**src/rtl/wb_pkg.sv**
```systemverilog
// Shared definitions for the writeback stage.
//   - writeback source select encodings (in_wb_sel)
//   - load funct3 encodings
//   - FSM state enum and the pending-load record held while data is outstanding
package wb_pkg;

   localparam logic [1:0] WB_ALU  = 2'b00;
   localparam logic [1:0] WB_LOAD = 2'b01;
   localparam logic [1:0] WB_PC4  = 2'b10;
   localparam logic [1:0] WB_IMM  = 2'b11;

   localparam logic [2:0] F3_LB  = 3'b000;
   localparam logic [2:0] F3_LH  = 3'b001;
   localparam logic [2:0] F3_LW  = 3'b010;
   localparam logic [2:0] F3_LBU = 3'b100;
   localparam logic [2:0] F3_LHU = 3'b101;

   typedef enum logic {
      S_IDLE,
      S_WAIT_LOAD
   } state_t;

   // Everything needed to finish a load once its data shows up.
   typedef struct packed {
      logic [4:0] rd;
      logic       reg_write;
      logic [2:0] funct3;
      logic [1:0] offset;
   } pend_t;

endpackage

```
**src/rtl/writeback_stage_load_align.sv**
```systemverilog
// load_align: combinational load data alignment and legality check.
// Ports:
//   funct3  in  3  load type (LB/LH/LW/LBU/LHU)
//   offset  in  2  byte offset within the word (address bits [1:0])
//   rdata   in 32  word-aligned memory data
//   data    out 32 aligned, sign/zero-extended load result
//   legal   out 1  funct3 is a load type and the offset is naturally aligned
module load_align
   import wb_pkg::*;
(
   input  logic [2:0]  funct3,
   input  logic [1:0]  offset,
   input  logic [31:0] rdata,
   output logic [31:0] data,
   output logic        legal
);

   logic [31:0] shifted;

   always_comb begin
      // Bring the addressed byte/half down to bit 0.
      shifted = rdata >> {offset, 3'b000};
      data    = rdata;
      legal   = 1'b0;
      case (funct3)
         F3_LB: begin
            data  = {{24{shifted[7]}}, shifted[7:0]};
            legal = 1'b1;
         end
         F3_LBU: begin
            data  = {24'd0, shifted[7:0]};
            legal = 1'b1;
         end
         F3_LH: begin
            data  = {{16{shifted[15]}}, shifted[15:0]};
            legal = ~offset[0];
         end
         F3_LHU: begin
            data  = {16'd0, shifted[15:0]};
            legal = ~offset[0];
         end
         F3_LW: begin
            data  = rdata;
            legal = (offset == 2'b00);
         end
         default: begin
            data  = rdata;
            legal = 1'b0;
         end
      endcase
   end

endmodule

```
**src/rtl/writeback_stage.sv**
```systemverilog
// writeback_stage: final pipeline stage. Selects the writeback source, waits
// for multi-cycle load data, aligns loads and drives the register file write
// port one cycle after completion. Also counts retired instructions.
// Ports:
//   clk, reset                    clock, synchronous active-high reset
//   in_valid .. in_load_funct3    instruction from the MEM stage
//   mem_rdata_valid, mem_rdata    load data return
//   stall                         hold upstream (combinational)
//   do_reg_write, do_write_reg,
//   write_data                    register file write port (registered)
//   load_fault                    one-cycle pulse on misaligned/illegal load
//   instret                       retired-instruction counter (wraps)
module writeback_stage
   import wb_pkg::*;
#(
   parameter int XLEN = 32
) (
   input  logic            clk,
   input  logic            reset,
   input  logic            in_valid,
   input  logic            in_reg_write,
   input  logic [4:0]      in_write_reg,
   input  logic [1:0]      in_wb_sel,
   input  logic [XLEN-1:0] in_alu_result,
   input  logic [XLEN-1:0] in_pc_plus4,
   input  logic [XLEN-1:0] in_imm,
   input  logic [2:0]      in_load_funct3,
   input  logic            mem_rdata_valid,
   input  logic [XLEN-1:0] mem_rdata,
   output logic            stall,
   output logic            do_reg_write,
   output logic [4:0]      do_write_reg,
   output logic [XLEN-1:0] write_data,
   output logic            load_fault,
   output logic [31:0]     instret
);

   state_t state, state_nxt;
   pend_t  pend, pend_nxt;

   logic [2:0]      al_f3;
   logic [1:0]      al_off;
   logic [XLEN-1:0] al_data;
   logic            al_legal;

   logic            stall_raw;
   logic            cpl, cpl_fault, cpl_rw;
   logic [4:0]      cpl_rd;
   logic [XLEN-1:0] cpl_data;

   // One aligner serves both the IDLE legality check (fresh inputs) and the
   // WAIT_LOAD data path (latched funct3/offset).
   assign al_f3  = (state == S_WAIT_LOAD) ? pend.funct3 : in_load_funct3;
   assign al_off = (state == S_WAIT_LOAD) ? pend.offset : in_alu_result[1:0];

   load_align u_align (
      .funct3 (al_f3),
      .offset (al_off),
      .rdata  (mem_rdata),
      .data   (al_data),
      .legal  (al_legal)
   );

   always_comb begin
      state_nxt = state;
      pend_nxt  = pend;
      stall_raw = 1'b0;
      cpl       = 1'b0;
      cpl_fault = 1'b0;
      cpl_rd    = in_write_reg;
      cpl_rw    = in_reg_write;
      cpl_data  = in_alu_result;
      case (state)
         S_IDLE: begin
            if (in_valid) begin
               case (in_wb_sel)
                  WB_ALU:  cpl_data = in_alu_result;
                  WB_PC4:  cpl_data = in_pc_plus4;
                  WB_IMM:  cpl_data = in_imm;
                  default: cpl_data = al_data;
               endcase
               if (in_wb_sel != WB_LOAD) begin
                  cpl = 1'b1;
               end else if (!al_legal) begin
                  cpl       = 1'b1;
                  cpl_fault = 1'b1;
               end else if (mem_rdata_valid) begin
                  cpl = 1'b1;
               end else begin
                  stall_raw          = 1'b1;
                  state_nxt          = S_WAIT_LOAD;
                  pend_nxt.rd        = in_write_reg;
                  pend_nxt.reg_write = in_reg_write;
                  pend_nxt.funct3    = in_load_funct3;
                  pend_nxt.offset    = in_alu_result[1:0];
               end
            end
         end
         S_WAIT_LOAD: begin
            cpl_rd   = pend.rd;
            cpl_rw   = pend.reg_write;
            cpl_data = al_data;
            if (mem_rdata_valid) begin
               cpl       = 1'b1;
               state_nxt = S_IDLE;
            end else begin
               stall_raw = 1'b1;
            end
         end
         default: state_nxt = S_IDLE;
      endcase
   end

   assign stall = stall_raw & ~reset;

   always_ff @(posedge clk) begin
      if (reset) begin
         state        <= S_IDLE;
         pend         <= '0;
         do_reg_write <= 1'b0;
         do_write_reg <= 5'd0;
         write_data   <= '0;
         load_fault   <= 1'b0;
         instret      <= 32'd0;
      end else begin
         state        <= state_nxt;
         pend         <= pend_nxt;
         // x0 is hardwired zero: never raise the write enable for it.
         do_reg_write <= cpl & ~cpl_fault & cpl_rw & (cpl_rd != 5'd0);
         load_fault   <= cpl & cpl_fault;
         // Index/data hold across idle and fault cycles.
         if (cpl && !cpl_fault) begin
            do_write_reg <= cpl_rd;
            write_data   <= cpl_data;
            instret      <= instret + 32'd1;
         end
      end
   end

endmodule

```
**config.mk**
```make
export PLATFORM = sky130hd
export DESIGN_NAME = writeback_stage
export DESIGN_NICKNAME = d
export VERILOG_FILES = /design/src/rtl/wb_pkg.sv /design/src/rtl/writeback_stage_load_align.sv /design/src/rtl/writeback_stage.sv
export SDC_FILE = /design/constraint.sdc
export NUM_CORES = 1
export LEC_CHECK = 0
export BUFFER_PORTS_ARGS = -buffer_cell sky130_fd_sc_hd__buf_2
export CORE_MARGIN = 3
export CORE_UTILIZATION = 35
export CTS_BUF_LIST = sky130_fd_sc_hd__clkbuf_2
export CTS_CLUSTER_SIZE = 8
export DETAILED_ROUTE_END_ITERATION = 6
export GPL_TIMING_DRIVEN = 0
export HOLD_SLACK_MARGIN = 0.15
export PLACE_DENSITY_LB_ADDON = 0.05
export SYNTH_ARGS = -nofsm -noshare
export SYNTH_HDL_FRONTEND = slang
export SYNTH_HIERARCHICAL = 1
export SYNTH_SLANG_ARGS = --single-unit
```
**constraint.sdc**
```tcl
create_clock -name clk -period 5.3 [get_ports clk]
set_clock_uncertainty 0.05 [all_clocks]
set_input_delay 1.06 -clock clk [delete_from_list [all_inputs] [get_ports clk]]
set_output_delay 1.06 -clock clk [all_outputs]
set_load 0.005 [all_outputs]
```
# --- Yosys cells after proc, flatten, opt, wreduce, memory -nomap -nowiden ---
# Index checks and enable logic that the tools add are counted.
word_totals:
  latch_bits: 0
  mem_bits_rw: 0
  output_inout_bits: 72
  inputBits: 143
  wordCells: 62
  mem_bits_ro: 0
  regBits: 83
  memories: 0
op_classes:
  n_reduce_logical: 9
  n_mul: 0
  add_sub_neg: 1
  n_lt_le_gt_ge: 0
  n_mux: 23
  eq_ne: 7
  shifts: 1
  n_bitwise: 11
  n_div: 0
op_table:
  columns: ["operator", "count"]
  rows:
  - ["32-bit one-hot mux with 4 select lines", 1]
  - ["32-bit one-hot mux with 3 select lines", 1]
  - ["32-bit one-hot mux with 2 select lines", 1]
  - ["32-bit by 1-bit adder with 32-bit output, second input constant", 1]
  - ["32-bit 2-to-1 mux", 1]
  - ["32-bit by 5-bit >> shifter with 16-bit output", 1]
  - ["1-bit 2-to-1 mux", 13]
  - ["3-bit == test, second input constant", 2]
  - ["1-bit inverter", 6]
  - ["1-bit AND", 5]
  - ["5-bit 2-to-1 mux", 1]
  - ["5-bit AND reduction", 1]
  - ["5-bit nonzero test", 1]
  - ["2-bit == test, second input constant", 2]
  - ["2-bit logical NOT", 2]
  - ["1-bit one-hot mux with 2 select lines", 2]
  - ["2-bit OR reduction", 2]
  - ["3-bit by 1-bit == test with 1-bit output, second input constant", 1]
  - ["3-bit by 2-bit == test with 1-bit output, second input constant", 1]
  - ["3-bit logical NOT", 1]
  - ["3-bit 2-to-1 mux", 1]
  - ["1-bit one-hot mux with 3 select lines", 1]
  - ["2-bit 2-to-1 mux", 1]
  - ["2-bit by 1-bit != test with 1-bit output, second input constant", 1]
  - ["other kinds (2)", 2]

# --- Depth between registers and ports, before layout ---
depth:
  depth_word: 12
  ltp_mapped: 13
  depth_no_buf: 9

# --- Hierarchy ---
# Netlist, hierarchy kept.
by_module_without_submodules:
  columns: ["mod", "seq_area_each_um2", "n_inst", "cells_each", "area_each_um2"]
  rows:
  - ["writeback_stage", 1661.6, 1, 516, 4291.6]
  - ["load_align", 0.0, 1, 110, 701.9]

# --- Worst setup path after synthesis ---
# Ideal clock, no wire load.
synth_path:
  path_kind: "register to output"
  startpoint: "reg state"
  endpoint: "out stall"
  arrival_time_ns: 2.566
  path_slack_ns: 1.624
  required_time_ns: 4.190
  path_buffers: 3
  stages_incl_launch_ff: 8
  cell_sequence: "dfxtp_1 -> clkbuf_1 -> clkbuf_1 -> mux2_2 -> clkbuf_1 -> o41ai_1 -> a21oi_1 -> nor3_1"
synth_between:
  word_cells_on_any_way: 18
  classes_between: "eq/ne: 4; mux: 7; bitwise: 3; reduce/logical: 4"
synth_lines:
  columns: ["element", "line_no", "source"]
  rows:
  - ["start, declared", "writeback_stage.sv:38", "state_t state, state_nxt;"]
  - ["start signal, assigned", "writeback_stage.sv:126", "state <= state_nxt;"]
  - ["2-bit 2-to-1 mux (*)", "writeback_stage.sv:54", "assign al_off = (state == S_WAIT_LOAD) ? pend.offset : in_alu_result[1:0];"]
  - ["via al_off[0]", "writeback_stage.sv:42", "logic [1:0] al_off;"]
  - ["2-bit logical NOT / 1-bit inverter (equally long branches)", "writeback_stage_load_align.sv:44, writeback_stage_load_align.sv:36, writeback_stage_load_align.sv:40", null]
  - ["1-bit one-hot mux with 3 select lines (*)", "writeback_stage_load_align.sv:25", "case (funct3)"]
  - ["via al_legal", "writeback_stage.sv:44", "logic al_legal;"]
  - ["1-bit 2-to-1 mux (*)", "writeback_stage.sv:84", "end else if (!al_legal) begin"]
  - ["1-bit 2-to-1 mux (*)", "writeback_stage.sv:82", "if (in_wb_sel != WB_LOAD) begin"]
  - ["1-bit 2-to-1 mux (*)", "writeback_stage.sv:75", "if (in_valid) begin"]
  - ["1-bit one-hot mux with 2 select lines (*)", "writeback_stage.sv:73", "case (state)"]
  - ["1-bit AND (*)", "writeback_stage.sv:114", "assign stall = stall_raw & ~reset;"]
  - ["end, declared", "writeback_stage.sv:30", "output logic stall,"]
# Mark *: on every way through the listed nets, which the timed path passes. The rest lies on a longest branch.

# --- Worst setup path in the final report ---
# Ends and elaborated chain as after synthesis.

==> metrics.yaml <==
run_status:
  status: "complete, no violations"
grt:
  antenna_found_initial: 2
  grt_pass1_vias: 5335
  grt_usage: 0.224
  gr-total-overflow: 0
  grt_pass1_wl_um: 28500
  grt_max_degree: 13
timing:
  worst_slack_ns: 0.383
  period_minus_slack_ns: 4.92
  slew-limit-headroom: 0.553
  finalHoldViolCount: 0
  max_freq_mhz: 203
  setup_viol: 0
  worstMarginPinSlew_ns: 0.662
  holdWs_ns: 0.419
  finalCritPeriodShare: 0.928
  finalSetupTns_ns: 0
  maxSlewViolCount: 0
  rsz0062_at_grt: "no"
finish:
  layout_common_cells: "buf_2 (224), dfxtp_1 (83), nand2_1 (77), a21oi_1 (77), nor2_1 (73)"
  seq_area_um2: 1660
  stdcell_area_um2: 6360
  final_common_cell: "buf_2"
  final_nets: 993
  area_growth_pct: 27.4
  post-route-util: 0.457
  finalNonFillerCells: 1034
  fill_cells: 1483
  reg_top3: "instret x32, write_data x32, pend x11"
  layout-drive-gt1-share: 0.317
  multi_input_area_um2: 3060
power_and_ir_drop:
  power_density_nw_per_um2: 202
  vdd_ir_drop_max_uv: 113
  p_leak_nw: 2.90
  total_power_mw: 1.29
floorplan:
  num_io_pins: 215
  fp.dieW_um: 125
  num_rows: 43
  die-area_um2: 15700
  core_um2: 13900
  start_util: 0.358
  die_y_um: 125
setup_path:
  crit_fanout: 10
  worst_path_most_repeated_cell: "clkbuf_1"
  reg2reg_from: "state$_SDFF_PP0_"
  end_kind: "output port"
  cp.required_ns: 4.19
  cp-startpoint: "state$_SDFF_PP0_"
  cp-start-kind: "flip-flop"
  max_stage_delay_ns: 0.56
  path_cells: "clkbuf_1, clkbuf_1, mux2_2, clkbuf_1, o41ai_2, a21oi_1, nor3_1, buf_2"
  worstPathArrival_ns: 3.81
  crit_type: "flip-flop to output port"
  crit_path_top_delay_cell: "clkbuf_1"
synthesis:
  synth_area_leaders: "dfxtp_1 (33%), mux2i_1 (10%), a21oi_1 (7.7%), nand2_1 (5.8%), o221ai_1 (5.6%)"
  synth_cells: 626
  synth_warnings: 6
  async_flop_share: 0
  post-synth-top-area-cell: "dfxtp_1"
  synth_top_area_share: 0.333
  ys_seq_elements: 83
  synth_area_um2: 4990
  ys_seq_area_frac: 0.333
  syn_nets: 770
  synth_edf_count: 0
  synth_ff_type: "dfxtp_1"
  syn_area_per_cell_um2: 7.98
  synth_cell_types: 56
clocking:
  clkTransAtPathRegs_ns: 0.22
  root_buffer: "clkbuf_2"
  h-tree-depth: 3
  cts_buffer_depth: 2
  cts_sinks: 83
  cts_tree: "yes"
  clk_latency_ns: 0.57
  numCtsBuffers: 9
  hold_buffers: 0
detailed_routing:
  drt_pass1_iterations: 7
  drtIter0Drc: 435
  num_vias: 5529
  viasPerCell: 5.35
  routed_wl_um: 18300
  ant_nets: 0
  wl_per_cell_um: 17.7
  drc: 0
placement:
  io_buffers: 212
  dp.cells: 1018
  pre_cts_ws_ns: 0.736
  gp_congestion: 0.880
  place_area_um2: 6280
  dpl.hpwl_um: 14400
worst_hold_path:
  hold_class: "flip-flop to flip-flop"
  min_from: "write_data[7]$_SDFFE_PP0P_"
job:
  cap_violations: 0
report_power, final:
group | switching [mW] | internal [mW]
Combinational | 0.190 | 0.144
Clock | 0.229 | 0.0546
Sequential | 0.0158 | 0.654
worst max-delay path, delay by kind of cell, from the launching register on:
kind            cells  cell delay (ns)
simple gates        1             0.14
compound gates      2             0.67
buf+inv             4             1.47
mux                 1             0.47
flops               1             0.50
path summary, 6_finish.rpt:
kind	endpoint	depth (start not counted)	slack, ns
hold / removal	write_data[7]$_SDFFE_PP0P_	2	0.42
setup / recovery	stall	8	0.38
setup reg to reg	instret[20]$_SDFFE_PP0P_	12	1.08
hold reg to reg	write_data[7]$_SDFFE_PP0P_	2	0.42
synthesized netlist by cell type, types with 2 or more instances:
cell type / n
nand2_1: 77
a22oi_1: 6
and3_1: 5
or3_1: 9
nor3_1: 4
a211oi_1: 5
xnor2_1: 5
dfxtp_1: 83
nand3_1: 13
o31ai_1: 9
nor2b_1: 3
mux2_2: 13
nand4b_1: 2
nand4_1: 11
nand4_2: 4
a21oi_1: 77
and2_1: 2
buf_1: 7
o221ai_1: 32
and4_1: 3
buf_6: 2
clkbuf_1: 28
o21ai_1: 2
xor2_1: 15
buf_4: 3
nor2_1: 73
a221oi_1: 5
or4_1: 3
o21ai_0: 31
inv_1: 8
mux2i_1: 50
buf_2: 12
repair_timing:
| item | in CTS | in global routing |
|---|---|---|
| setup buffers | 0 | 0 |
| gates resized for setup | 0 | 1 |
| endpoints found under the setup margin | 0 | 1 |
per-layer routing:
layer	vias to the layer above	track usage	share of wire	routed length (um)
li1	2729	-	-	-
met1	2595	0.297	0.45	8320
met2	181	0.362	0.46	8430
met3	20	0.0598	0.073	1350
met4	4	0.0606	0.012	216
met5	-	0	0.0013	23
final cells by class:
cell class,count,area share
Antenna cell,2,0.000787
Buffer,53,0.0380
Clock buffer,10,0.00787
Clock inverter,4,0.00315
Inverter,9,0.00531
Multi-Input combinational cell,481,0.482
Sequential cell,83,0.261
Tap cell,180,0.0354
Timing Repair Buffer,212,0.167
cells by family (layout without fill, tap and decap cells):
| logic type | count (synthesis) | after routing | synth area share |
|---|---|---|---|
| multiplexers | 64 | 64 | 0.134 |
| flip-flops | 83 | 83 | 0.333 |
| AND/OR/NAND/NOR | 215 | 215 | 0.203 |
| AO/OA/AOI/OAI | 181 | 181 | 0.237 |
| adder cells (fa/ha/maj) | 1 | 1 | 0.00251 |
| XOR/XNOR | 20 | 20 | 0.0351 |
| buffers and inverters | 62 | 288 | 0.0551 |
| other | 0 | 2 | 0 |
No activity file was read; power rests on OpenSTA's default activity.
